## src/rtl/axis_upsizer.sv

```systemverilog
// axis_upsizer: packs RATIO narrow AXI-Stream beats into one wide beat with a
// per-lane keep mask. s_tlast closes the wide word early so packets never
// share a wide beat. Also counts delivered packets (m_tlast handshakes).
module axis_upsizer #(
    parameter int DW    = 8,
    parameter int RATIO = 4,
    parameter int CW    = 16
) (
    input  logic                  clock,
    input  logic                  reset,
    input  logic [DW-1:0]         s_tdata,
    input  logic                  s_tvalid,
    output logic                  s_tready,
    input  logic                  s_tlast,
    output logic [DW*RATIO-1:0]   m_tdata,
    output logic [RATIO-1:0]      m_tkeep,
    output logic                  m_tvalid,
    input  logic                  m_tready,
    output logic                  m_tlast,
    output logic [CW-1:0]         pkt_count
);

    localparam int CNTW = $clog2(RATIO);
    localparam logic [CNTW-1:0] CNT_LAST = CNTW'(RATIO - 1);

    // Assembly register, lane counter and output register
    logic [DW*RATIO-1:0] asm_data_q, asm_data_d;
    logic [RATIO-1:0]    asm_keep_q, asm_keep_d;
    logic [CNTW-1:0]     cnt_q, cnt_d;
    logic [DW*RATIO-1:0] out_data_q, out_data_d;
    logic [RATIO-1:0]    out_keep_q, out_keep_d;
    logic                out_last_q, out_last_d;
    logic                out_valid_q, out_valid_d;
    logic [CW-1:0]       pkt_q, pkt_d;

    // Assembly contents with the current beat inserted at lane cnt
    logic [DW*RATIO-1:0] merged_data;
    logic [RATIO-1:0]    merged_keep;

    logic accept;
    logic complete;

    assign s_tready = !out_valid_q || m_tready;
    assign accept   = s_tvalid && s_tready;
    assign complete = accept && ((cnt_q == CNT_LAST) || s_tlast);

    // Merge the incoming beat into its lane. Lanes above cnt are still zero in
    // the assembly register, so unused lanes of a short word come out as zero.
    always_comb begin
        merged_data = asm_data_q;
        merged_keep = asm_keep_q;
        for (int unsigned i = 0; i < RATIO; i++) begin
            if (CNTW'(i) == cnt_q) begin
                merged_data[i*DW +: DW] = s_tdata;
                merged_keep[i]          = 1'b1;
            end
        end
    end

    // Next-state: assembly/lane counter update, output load/drain, packet count
    always_comb begin
        asm_data_d  = asm_data_q;
        asm_keep_d  = asm_keep_q;
        cnt_d       = cnt_q;
        out_data_d  = out_data_q;
        out_keep_d  = out_keep_q;
        out_last_d  = out_last_q;
        out_valid_d = out_valid_q;
        pkt_d       = pkt_q;

        if (out_valid_q && m_tready) begin
            out_valid_d = 1'b0;
            if (out_last_q) begin
                pkt_d = pkt_q + 1'b1;
            end
        end

        // A load in the same cycle as a drain overrides the drain
        if (complete) begin
            out_data_d  = merged_data;
            out_keep_d  = merged_keep;
            out_last_d  = s_tlast;
            out_valid_d = 1'b1;
            asm_data_d  = '0;
            asm_keep_d  = '0;
            cnt_d       = '0;
        end else if (accept) begin
            asm_data_d = merged_data;
            asm_keep_d = merged_keep;
            cnt_d      = cnt_q + 1'b1;
        end
    end

    // State registers with synchronous reset; partial words are discarded
    always_ff @(posedge clock) begin
        if (reset) begin
            asm_data_q  <= '0;
            asm_keep_q  <= '0;
            cnt_q       <= '0;
            out_data_q  <= '0;
            out_keep_q  <= '0;
            out_last_q  <= 1'b0;
            out_valid_q <= 1'b0;
            pkt_q       <= '0;
        end else begin
            asm_data_q  <= asm_data_d;
            asm_keep_q  <= asm_keep_d;
            cnt_q       <= cnt_d;
            out_data_q  <= out_data_d;
            out_keep_q  <= out_keep_d;
            out_last_q  <= out_last_d;
            out_valid_q <= out_valid_d;
            pkt_q       <= pkt_d;
        end
    end

    assign m_tdata   = out_data_q;
    assign m_tkeep   = out_keep_q;
    assign m_tlast   = out_last_q;
    assign m_tvalid  = out_valid_q;
    assign pkt_count = pkt_q;

endmodule
```

## config.mk

```make
export PLATFORM = sky130hd
export DESIGN_NAME = axis_upsizer
export DESIGN_NICKNAME = d
export VERILOG_FILES = /design/src/rtl/axis_upsizer.sv
export SDC_FILE = /design/constraint.sdc
export NUM_CORES = 1
export LEC_CHECK = 0
export CAP_MARGIN = 20
export CORE_UTILIZATION = 33
export CTS_CLUSTER_DIAMETER = 30
export DETAILED_ROUTE_END_ITERATION = 7
export PLACE_DENSITY_LB_ADDON = 0.05
export RECOVER_POWER = 25
export SYNTH_ARGS = -nofsm -noshare
export SYNTH_HDL_FRONTEND = slang
export SYNTH_SLANG_ARGS = --single-unit
```

## constraint.sdc

```tcl
create_clock -name clock -period 3.3 [get_ports clock]
set_input_delay 0.66 -clock clock [delete_from_list [all_inputs] [get_ports clock]]
set_output_delay 0.66 -clock clock [all_outputs]
set_load 0.01 [all_outputs]
```

Word-level counts from Yosys, hierarchy flattened. Cells that the tools add are included.

Logic and storage cells: 34. Output and inout bits: 55. Input bits: 13. Register bits: 92.

$add $sub $neg: 2. Reduce and logical (&&, ||, !) cells: 10. Multiplexer cells: 10. Equal/unequal tests: 4.

Operators with widths (number): $mux 8 (4); $add 16x1->16 const B (1); $mux 1 (6); $eq 2x2->1 const A (2); $logic_and 1x1->1 (3); $add 2x1->2 const B (1); $eq 1x2->1 const A (1); $eq 2x2->1 const B (1); $logic_not 2->1 (1); $logic_or 1x1->1 (2); $reduce_and 2->1 (1); $reduce_bool 2->1 (1); $reduce_or 2->1 (1); $logic_not 1->1 (1).

Depth between registers and ports, before layout. Gate-level depths: netlist (run 1).

Depth in word-level cells: 5. Depth in mapped cells: 8. Mapped depth without buffers: 5.

Worst setup path after synthesis (run 1). No wires, ideal clock.

Path type: input port to flip-flop. From: in m_tready. To: reg asm_data_q[16]. Data required time: 3235 ps. Library setup time: 65 ps. Buffers on the path: 4. Setup slack: 1492 ps. Stages on the path: 8. Arrival: 1743 ps. Cell sequence: nand2b_1 -> buf_4 -> o211a_1 -> buf_6 -> or2_1 -> buf_6 -> buf_6 -> nor2_1.

Word-level cells in the longest chain between the ends: 4.

RTL lines: from (decl) (line 18) `input logic m_tready,`; $logic_or 1x1->1 * (line 43) `assign s_tready = !out_valid_q || m_tready;`; net s_tready (line 13) `output logic s_tready,`; $logic_and 1x1->1 * (line 44) `assign accept = s_tvalid && s_tready;`; $logic_and 1x1->1 (line 45) `assign complete = accept && ((cnt_q == CNT_LAST) || s_tlast);`; $reduce_or 2->1 (no line); to (signal assigned) (line 106) `asm_data_q <= asm_data_d;`; to (decl) (line 27) `logic [DW*RATIO-1:0] asm_data_q, asm_data_d;`.

Mark *: on every way through the listed nets, which the timed path passes. The rest lies on a longest branch. A chain may end at the register's enable or synchronous reset.

Final worst setup path (run 1).
From: in m_tready. To: out s_tready.

Word-level cells in the longest chain between the ends: 1.

RTL lines (line): $logic_or 1x1->1 (43); to (decl) (13).

Every way passes these cells.

==> flow_summary.ini, run 1 <==
[detailed_routing]
finalWirelength_um = 8753
via_per_inst = 4.955
dr.pass1.iters = 4
drtIter0Drc = 159
vias = 2889
ant_nets = 0
wl_per_cell_um = 15.01
drc = 0

[sta]
tightest_slew_ns = 0.6552
fin_worst_skew_ns = 0.006700
setup_violations = 0
finalHoldViolations = 0
fin_crit_ns = 2.860
post-route-period-util_pct = 86.65
drv_slew = 0
rsz0062_at_grt = false
slew_headroom_pct = 56.32
fin_ws_ns = 0.4405
fmax_ghz = 0.3497
fin_tns_setup_ns = 0

[clock_network]
clk_pin_slew_ns = 0.06
hold_buffers = 0
post_cts_resized = 0
htreeDepth = 3
cts_tree = done
post_cts_buffers = 0
cts_buffer_depth = 2
insertion_delay_ns = 0.34
cts_root_buf = clkbuf_16
clock-sinks = 92
cts_buffers = 9

[layout]
num-fill-cells = 1111
finalInstanceArea_mm2 = 0.004761
fin_nets = 456
num_antenna_cells = 0
drive_gt1_share_pct = 4.740
area_growth_pct = 26.16

[global_route]
antenna_found_initial = 0
grt_pass1_wl_um = 14110
grt_max_degree = 73
track_usage_pct = 16.03
grt_overflow = 0
grt_pass1_vias = 2723

[die]
initial_utilization_pct = 34.36
ioPinCount = 68
row_count = 38
die_x_um = 108.9
coreArea_mm2 = 0.01098
dieArea_mm2 = 0.01187
die_y_um = 108.9

[placement]
port_buffers = 67
dpl.hpwl_um = 5707
pre_cts_slack_ns = 0.5064
dpl-instance-area_mm2 = 0.004463
place_congestion = 0.7239

[run_status]
status = finished, final reports clean

[yosys]
synth-seq-cells = 92
synth_flop_cell = dfxtp_1
ys_top_cells_by_area = dfxtp_1 (49%), mux2i_1 (17%), nor2_1 (8.4%)
synth-simple-area-share_pct = 13.99
syn_area_per_cell_um2 = 9.578
async_reset_ff_share_pct = 0
synth_top_area_cell = dfxtp_1
synth_top_cell_area_share_pct = 48.81
synthAdderAreaFrac_pct = 1.658
synth_top_family_by_area = multiplexers
yosysWarnings = 0
synth_enable_flop_cells = 0
synth-xor-area-share_pct = 2.089
ys_seq_area_share_pct = 48.81
syn_area_mm2 = 0.003774
synth_cell_types = 31
syn_nets = 412
synth-compound-area-share_pct = 10.28
synth_mux_area_share_pct = 17.24
synthCells = 394

[critical_path]
cp-end-kind = output port
crit_fanout = 10
regToRegSetupSlack_ns = 1.17
startpoint_type = primary input
worstSetupPathType = primary input to output port
crit_arrival_ns = 2.20
worstPathRequired_ns = 2.64

[power]
p_leak_uw = 0.001928
ir_drop_v = 0.0003485
p_per_area_mw_per_mm2 = 527.6

[min_path]
min_path_type = flop to flop

[flow_run]
drv_cap = 0
[cells by family after synthesis]
logic type / after synthesis
simple gates: 120
flops: 92
mux: 65
compound gates: 57
buf+inv: 46
xor+xnor: 9
fa+ha+maj: 5
[final timing paths]
kind	from	to	cells past startpoint
setup / recovery	m_tready	s_tready	3
hold / removal	asm_keep_q[3]	asm_keep_q[3]	2
hold reg to reg	asm_keep_q[3]	asm_keep_q[3]	2
setup reg to reg	cnt_q[1]	asm_data_q[8]	5
[where the power goes]
group / internal [uW] / leakage [uW] / total (uW) / switching [uW]
combinational: 127 / 0.00103 / 276 / 149
clock: 626 / 0.000149 / 1060 / 431
sequential: 1160 / 0.000749 / 1180 / 23.1
[final cells by class]
type	instances	area, um^2	area share [%]
inverter	8	30.03	0.6307
multi-input combinational	256	1702	35.74
timing repair buffer	71	708.2	14.88
clock inverter	4	47.55	0.9987
clock buffer	12	256.5	5.388
sequential	92	1842	38.69
tap	140	175.2	3.679
[through the flow]
stage | utilization, % | instances | hold slack, ns | power [uW]
global placement | 40.64 | 567 | 0.4158 | 1492
global route | 43.35 | 583 | 0.4458 | 2619
finish | 43.35 | 583 | 0.4332 | 2512
floorplan | - | 394 | 0.4084 | 1380
detailed placement | 40.64 | 567 | 0.4252 | 1496
CTS | 43.40 | 583 | 0.4344 | 2557
[Yosys cell counts, types with 8 or more instances]
cell type	n
mux2i_1	65
a211oi_1	35
buf_2	12
nand3_1	12
clkbuf_1	10
inv_1	8
dfxtp_1	92
nor2_1	84
a21oi_1	12
buf_1	9
[registers in the layout (all words and copies together), names as in the netlist]
name        cells
cnt_q           2
pkt_count      16
asm_keep_q      4
m_tvalid        1
m_tkeep         4
asm_data_q     32
m_tlast         1
m_tdata        32
[placed cells by master, fill, tap and decap left out, types with 2 or more instances in the layout]
cell type        count
and3_1               2
a21oi_1             12
dfxtp_1             92
inv_1                8
ha_1                 5
clkbuf_16            9
clkdlybuf4s50_1     38
nor2_1              84
nand4_1              4
clkbuf_8             2
a211oi_1            35
dlygate4sd3_1       28
clkinv_2             2
nand3_1             12
buf_4                3
xnor2_1              3
nand2_1              5
or3_1                6
xor2_1               6
o21ai_0              6
mux2i_1             65
and4_1               3
[worst max-delay path, stage by stage]
cell	delay (ns)
dlygate4sd3_1	0.58
nand2b_1	0.33
clkdlybuf4s50_1	0.62
[metal layers]
layer	vias to the layer above	GRT usage [%]	routed length (um)
li1	1437	-	-
met3	10	4.065	384
met1	1377	20.12	4017
met5	-	0	0
met4	0	6.081	140
met2	65	26.28	4210
Power figures use the tool's default switching activity.
==> run 2: changes to the inputs <==
CELL_PAD_IN_SITES_DETAIL_PLACEMENT = 2   (was not set)
CELL_PAD_IN_SITES_GLOBAL_PLACEMENT = 2   (was not set)
==> flow_summary.ini, run 2 (synthesis results as in run 1) <==
[run_status]
status = finished, final reports clean

[clock_network]
cts_buffer_depth = 2
cts_tree = done
hold_buffers = 0
post_cts_resized = 0
clk_pin_slew_ns = 0.06
post_cts_buffers = 0
cts_buffers = 9
htreeDepth = 3
insertion_delay_ns = 0.35
cts_root_buf = clkbuf_16
clock-sinks = 92

[critical_path]
startpoint_type = primary input
cpPeakStageDelay_ns = 0.62
cp_slowest_cell = clkdlybuf4s50_1
cp-end-kind = output port
crit_arrival_ns = 2.21
path_cells = dlygate4sd3_1 -> nand2b_1 -> clkdlybuf4s50_1
worstSetupPathType = primary input to output port
worstPathRequired_ns = 2.64
crit_fanout = 10
r2r_cells = 4

[die]
die_x_um = 108.9
dieArea_mm2 = 0.01187
ioPinCount = 68
die_y_um = 108.9
coreArea_mm2 = 0.01098
initial_utilization_pct = 34.36
row_count = 38

[sta]
drv_slew = 0
setup_violations = 0
fin_ws_ns = 0.4316
slew_headroom_pct = 55.32
post-route-period-util_pct = 86.92
fin_tns_setup_ns = 0
fin_worst_skew_ns = 0.007113
finalHoldViolations = 0
fmax_ghz = 0.3486
tightest_slew_ns = 0.6701
fin_crit_ns = 2.868
rsz0062_at_grt = false

[global_route]
track_usage_pct = 18.79
grt_pass1_wl_um = 16660
antenna_found_initial = 0
grt_max_degree = 55
grt_overflow = 0
grt_pass1_vias = 3187

[power]
p_leak_uw = 0.001959
p_per_area_mw_per_mm2 = 555.8
ir_drop_v = 0.0003830
total_power_uw = 2677

[detailed_routing]
wl_per_cell_um = 17.37
ant_nets = 0
via_per_inst = 5.094
drtIter0Drc = 60
finalWirelength_um = 10180
vias = 2985
drc = 0
dr.pass1.iters = 4

[layout]
drive_gt1_share_pct = 5.605
multi_input_area_mm2 = 0.001702
area_growth_pct = 27.65
fin_nets = 459
register_area_mm2 = 0.001842
num_antenna_cells = 0
mostFrequentLayoutCells = dfxtp_1 (92), nor2_1 (84), mux2i_1 (65)
mostFrequentLayoutCell = dfxtp_1
utilization_pct = 43.86
fin_cells = 586
num-fill-cells = 1187

[placement]
dpl.hpwl_um = 6700
port_buffers = 67
place_congestion = 0.6735
dp_cells = 570
pre_cts_slack_ns = 0.5090

[min_path]
min_path_type = flop to flop
min_path_cells = 2

[flow_run]
drv_cap = 0
## run 2: changes by cell type in the layout (fill, tap and decap cells not counted), sizes merged
cell and change:
buf +3, bufinv +2, clkbuf -2
## run 2: stage by stage
stage | area, um^2 | hold slack (ns)
floorplan | 3774 | 0.4084
global placement | 4473 | 0.4302
detailed placement | 4473 | 0.4360
CTS | 4823 | 0.4462
global route | 4817 | 0.4734
finish | 4817 | 0.4517
## run 2: layout make-up
cell class                 count  share of cell area, %
clock buffer                  10                  4.961
multi-input combinational    256                  35.32
timing repair buffer          74                  14.91
inverter                       8                 0.6234
tap                          140                  3.636
sequential                    92                  38.23
clock inverter                 6                  2.312
## run 2: routing by layer
layer | wire (um) | up-vias | share of wire, % | track usage, %
li1 | - | 1443 | - | -
met1 | 4762 | 1489 | 47 | 23.37
met2 | 4924 | 44 | 48 | 31.27
met3 | 395 | 9 | 3.9 | 5.499
met4 | 97 | 0 | 0.95 | 5.502
met5 | 0 | - | 0 | 0
## run 2: worst paths after layout
path	startpoint	end	slack (ns)
worst min register to register	asm_keep_q[3]	asm_keep_q[3]	0.45
worst min-delay path	asm_keep_q[3]	asm_keep_q[3]	0.45
worst max register to register	cnt_q[1]	asm_data_q[24]	1.10
worst max-delay path	m_tready	s_tready	0.43
## run 2: worst max-delay path, delay by kind of cell
| kind | cells | cell delay [ns] |
|---|---|---|
| buffers and inverters | 2 | 1.19 |
| AND/OR/NAND/NOR | 1 | 0.36 |
## run 2: power breakdown
part / leakage, uW / total (uW) / internal [uW] / switching [uW]
Sequential: 0.000749 / 1180 / 1160 / 23.5
Combinational: 0.00104 / 284 / 127 / 157
Clock: 0.000169 / 1210 / 761 / 454
Total: 0.00196 / 2680 / 2040 / 634
==> run 3: changes to the inputs <==
==> constraint.sdc (replaced) <==
create_clock -name clock -period 3.3 [get_ports clock]
set_input_delay 0.66 -clock clock [delete_from_list [all_inputs] [get_ports clock]]
set_output_delay 0.66 -clock clock [all_outputs]
set_load 0.1 [all_outputs]
==> flow_summary.ini, run 3 (synthesis results as in run 1) <==
[sta]
fin_worst_skew_ns = 0.008532
fin_crit_ns = 2.526
drv_slew = 0
fmax_ghz = 0.3958
tightest_slew_ns = 1.198
timing.hold.ws_ns = 0.4562
finalHoldViolations = 0
setup_violations = 0
fin_tns_setup_ns = 0
rsz0062_at_grt = false
post-route-period-util_pct = 76.56
slew_headroom_pct = 20.46

[critical_path]
worstSetupPathType = primary input to output port
cp_slowest_cell = dlygate4sd3_1
cpPeakStageDelay_ns = 0.57
crit_arrival_ns = 1.87
startpoint_type = primary input
crit_fanout = 10
worstPathRequired_ns = 2.64
path_cells = dlygate4sd3_1 -> nand2b_1 -> buf_12
cp-end-kind = output port

[clock_network]
htreeDepth = 3
clock-sinks = 92
insertion_delay_ns = 0.34
hold_buffers = 0
cts_tree = done
post_cts_buffers = 0
cts_root_buf = clkbuf_16
cts_buffers = 9
clk_pin_slew_ns = 0.07
post_cts_resized = 0
cts_buffer_depth = 2

[layout]
drive_gt1_share_pct = 9.910
fin_nets = 458
mostFrequentLayoutCell = dfxtp_1
area_growth_pct = 19.73
num_antenna_cells = 0
finalInstanceArea_mm2 = 0.004518
mostFrequentLayoutCells = dfxtp_1 (92), nor2_1 (84), mux2i_1 (65)

[placement]
port_buffers = 67
dpl.hpwl_um = 6617
place_congestion = 0.6831
dpl-instance-area_mm2 = 0.004353

[global_route]
grt_pass1_vias = 3156
grt_overflow = 0
antenna_found_initial = 0
track_usage_pct = 18.24
grt_pass1_wl_um = 16260
grt_max_degree = 73

[die]
coreArea_mm2 = 0.01098
die_x_um = 108.9
ioPinCount = 68
initial_utilization_pct = 34.36
dieArea_mm2 = 0.01187
row_count = 38
die_y_um = 108.9

[detailed_routing]
dr.pass1.iters = 4
drc = 0
finalWirelength_um = 9990
vias = 2943
drtIter0Drc = 83
via_per_inst = 5.039
ant_nets = 0
wl_per_cell_um = 17.11

[run_status]
status = finished, final reports clean

[power]
p_leak_uw = 0.001841
ir_drop_v = 0.0003142
seqPwrFrac_pct = 44.1
p_sw_share_pct = 30.48
total_power_uw = 2678
clkPwrFrac_pct = 38.3
p_switching_uw = 816.3
internal_power_uw = 1862
p_per_area_mw_per_mm2 = 592.7
combPwrFrac_pct = 17.6

[flow_run]
drv_cap = 0

[min_path]
min_path_type = flop to flop
## run 3: per-layer routing
metal  global-route usage, %  vias up  wire length (um)
met5                       0        -                 0
li1                        -     1443                 -
met4                   4.633        0                93
met2                   31.72       43              4834
met3                   4.722        5               355
met1                   22.23     1452              4705
## run 3: through the flow
step | std cells | utilization [%] | setup WS [ns]
after floorplan | 394 | - | 1.026
after global placement | 569 | 39.63 | 0.6857
after detailed placement | 569 | 39.63 | 0.6969
after CTS | 584 | 42.23 | 0.8444
after global routing | 584 | 41.14 | 0.6890
final | 584 | 41.14 | 0.7736
## run 3: power by group through the flow
stage / combinational (uW) / clock (uW) / sequential (uW)
5_1_grt: 500 / 1100 / 1190
3_3_place_gp: 492 / 0 / 1200
6_report: 473 / 1020 / 1180
4_1_cts: 502 / 1060 / 1180
3_5_place_dp: 500 / 0 / 1210
2_1_floorplan: 166 / 0 / 1430
## run 3: final timing paths
| check | startpoint | end | slack [ns] | cells after the start |
|---|---|---|---|---|
| setup / recovery | m_tready | s_tready | 0.77 | 3 |
| hold / removal | asm_keep_q[1] | asm_keep_q[1] | 0.46 | 2 |
| setup reg to reg | cnt_q[1] | cnt_q[0] | 1.28 | 5 |
| hold reg to reg | asm_keep_q[1] | asm_keep_q[1] | 0.46 | 2 |
## run 3: area by class of cell
type                            instances  area [um^2]
Inverter                                8        30.03
Tap cell                              140        175.2
Clock buffer                           13        250.2
Multi-Input combinational cell        256         1708
Clock inverter                          2        35.03
Sequential cell                        92         1842
Fill cell                            1215         6465
Timing Repair Buffer                   73        478.0
## run 3: critical path: cells and delay by family
| family | cells | cell delay [ns] |
|---|---|---|
| buf+inv | 2 | 0.80 |
| simple gates | 1 | 0.39 |
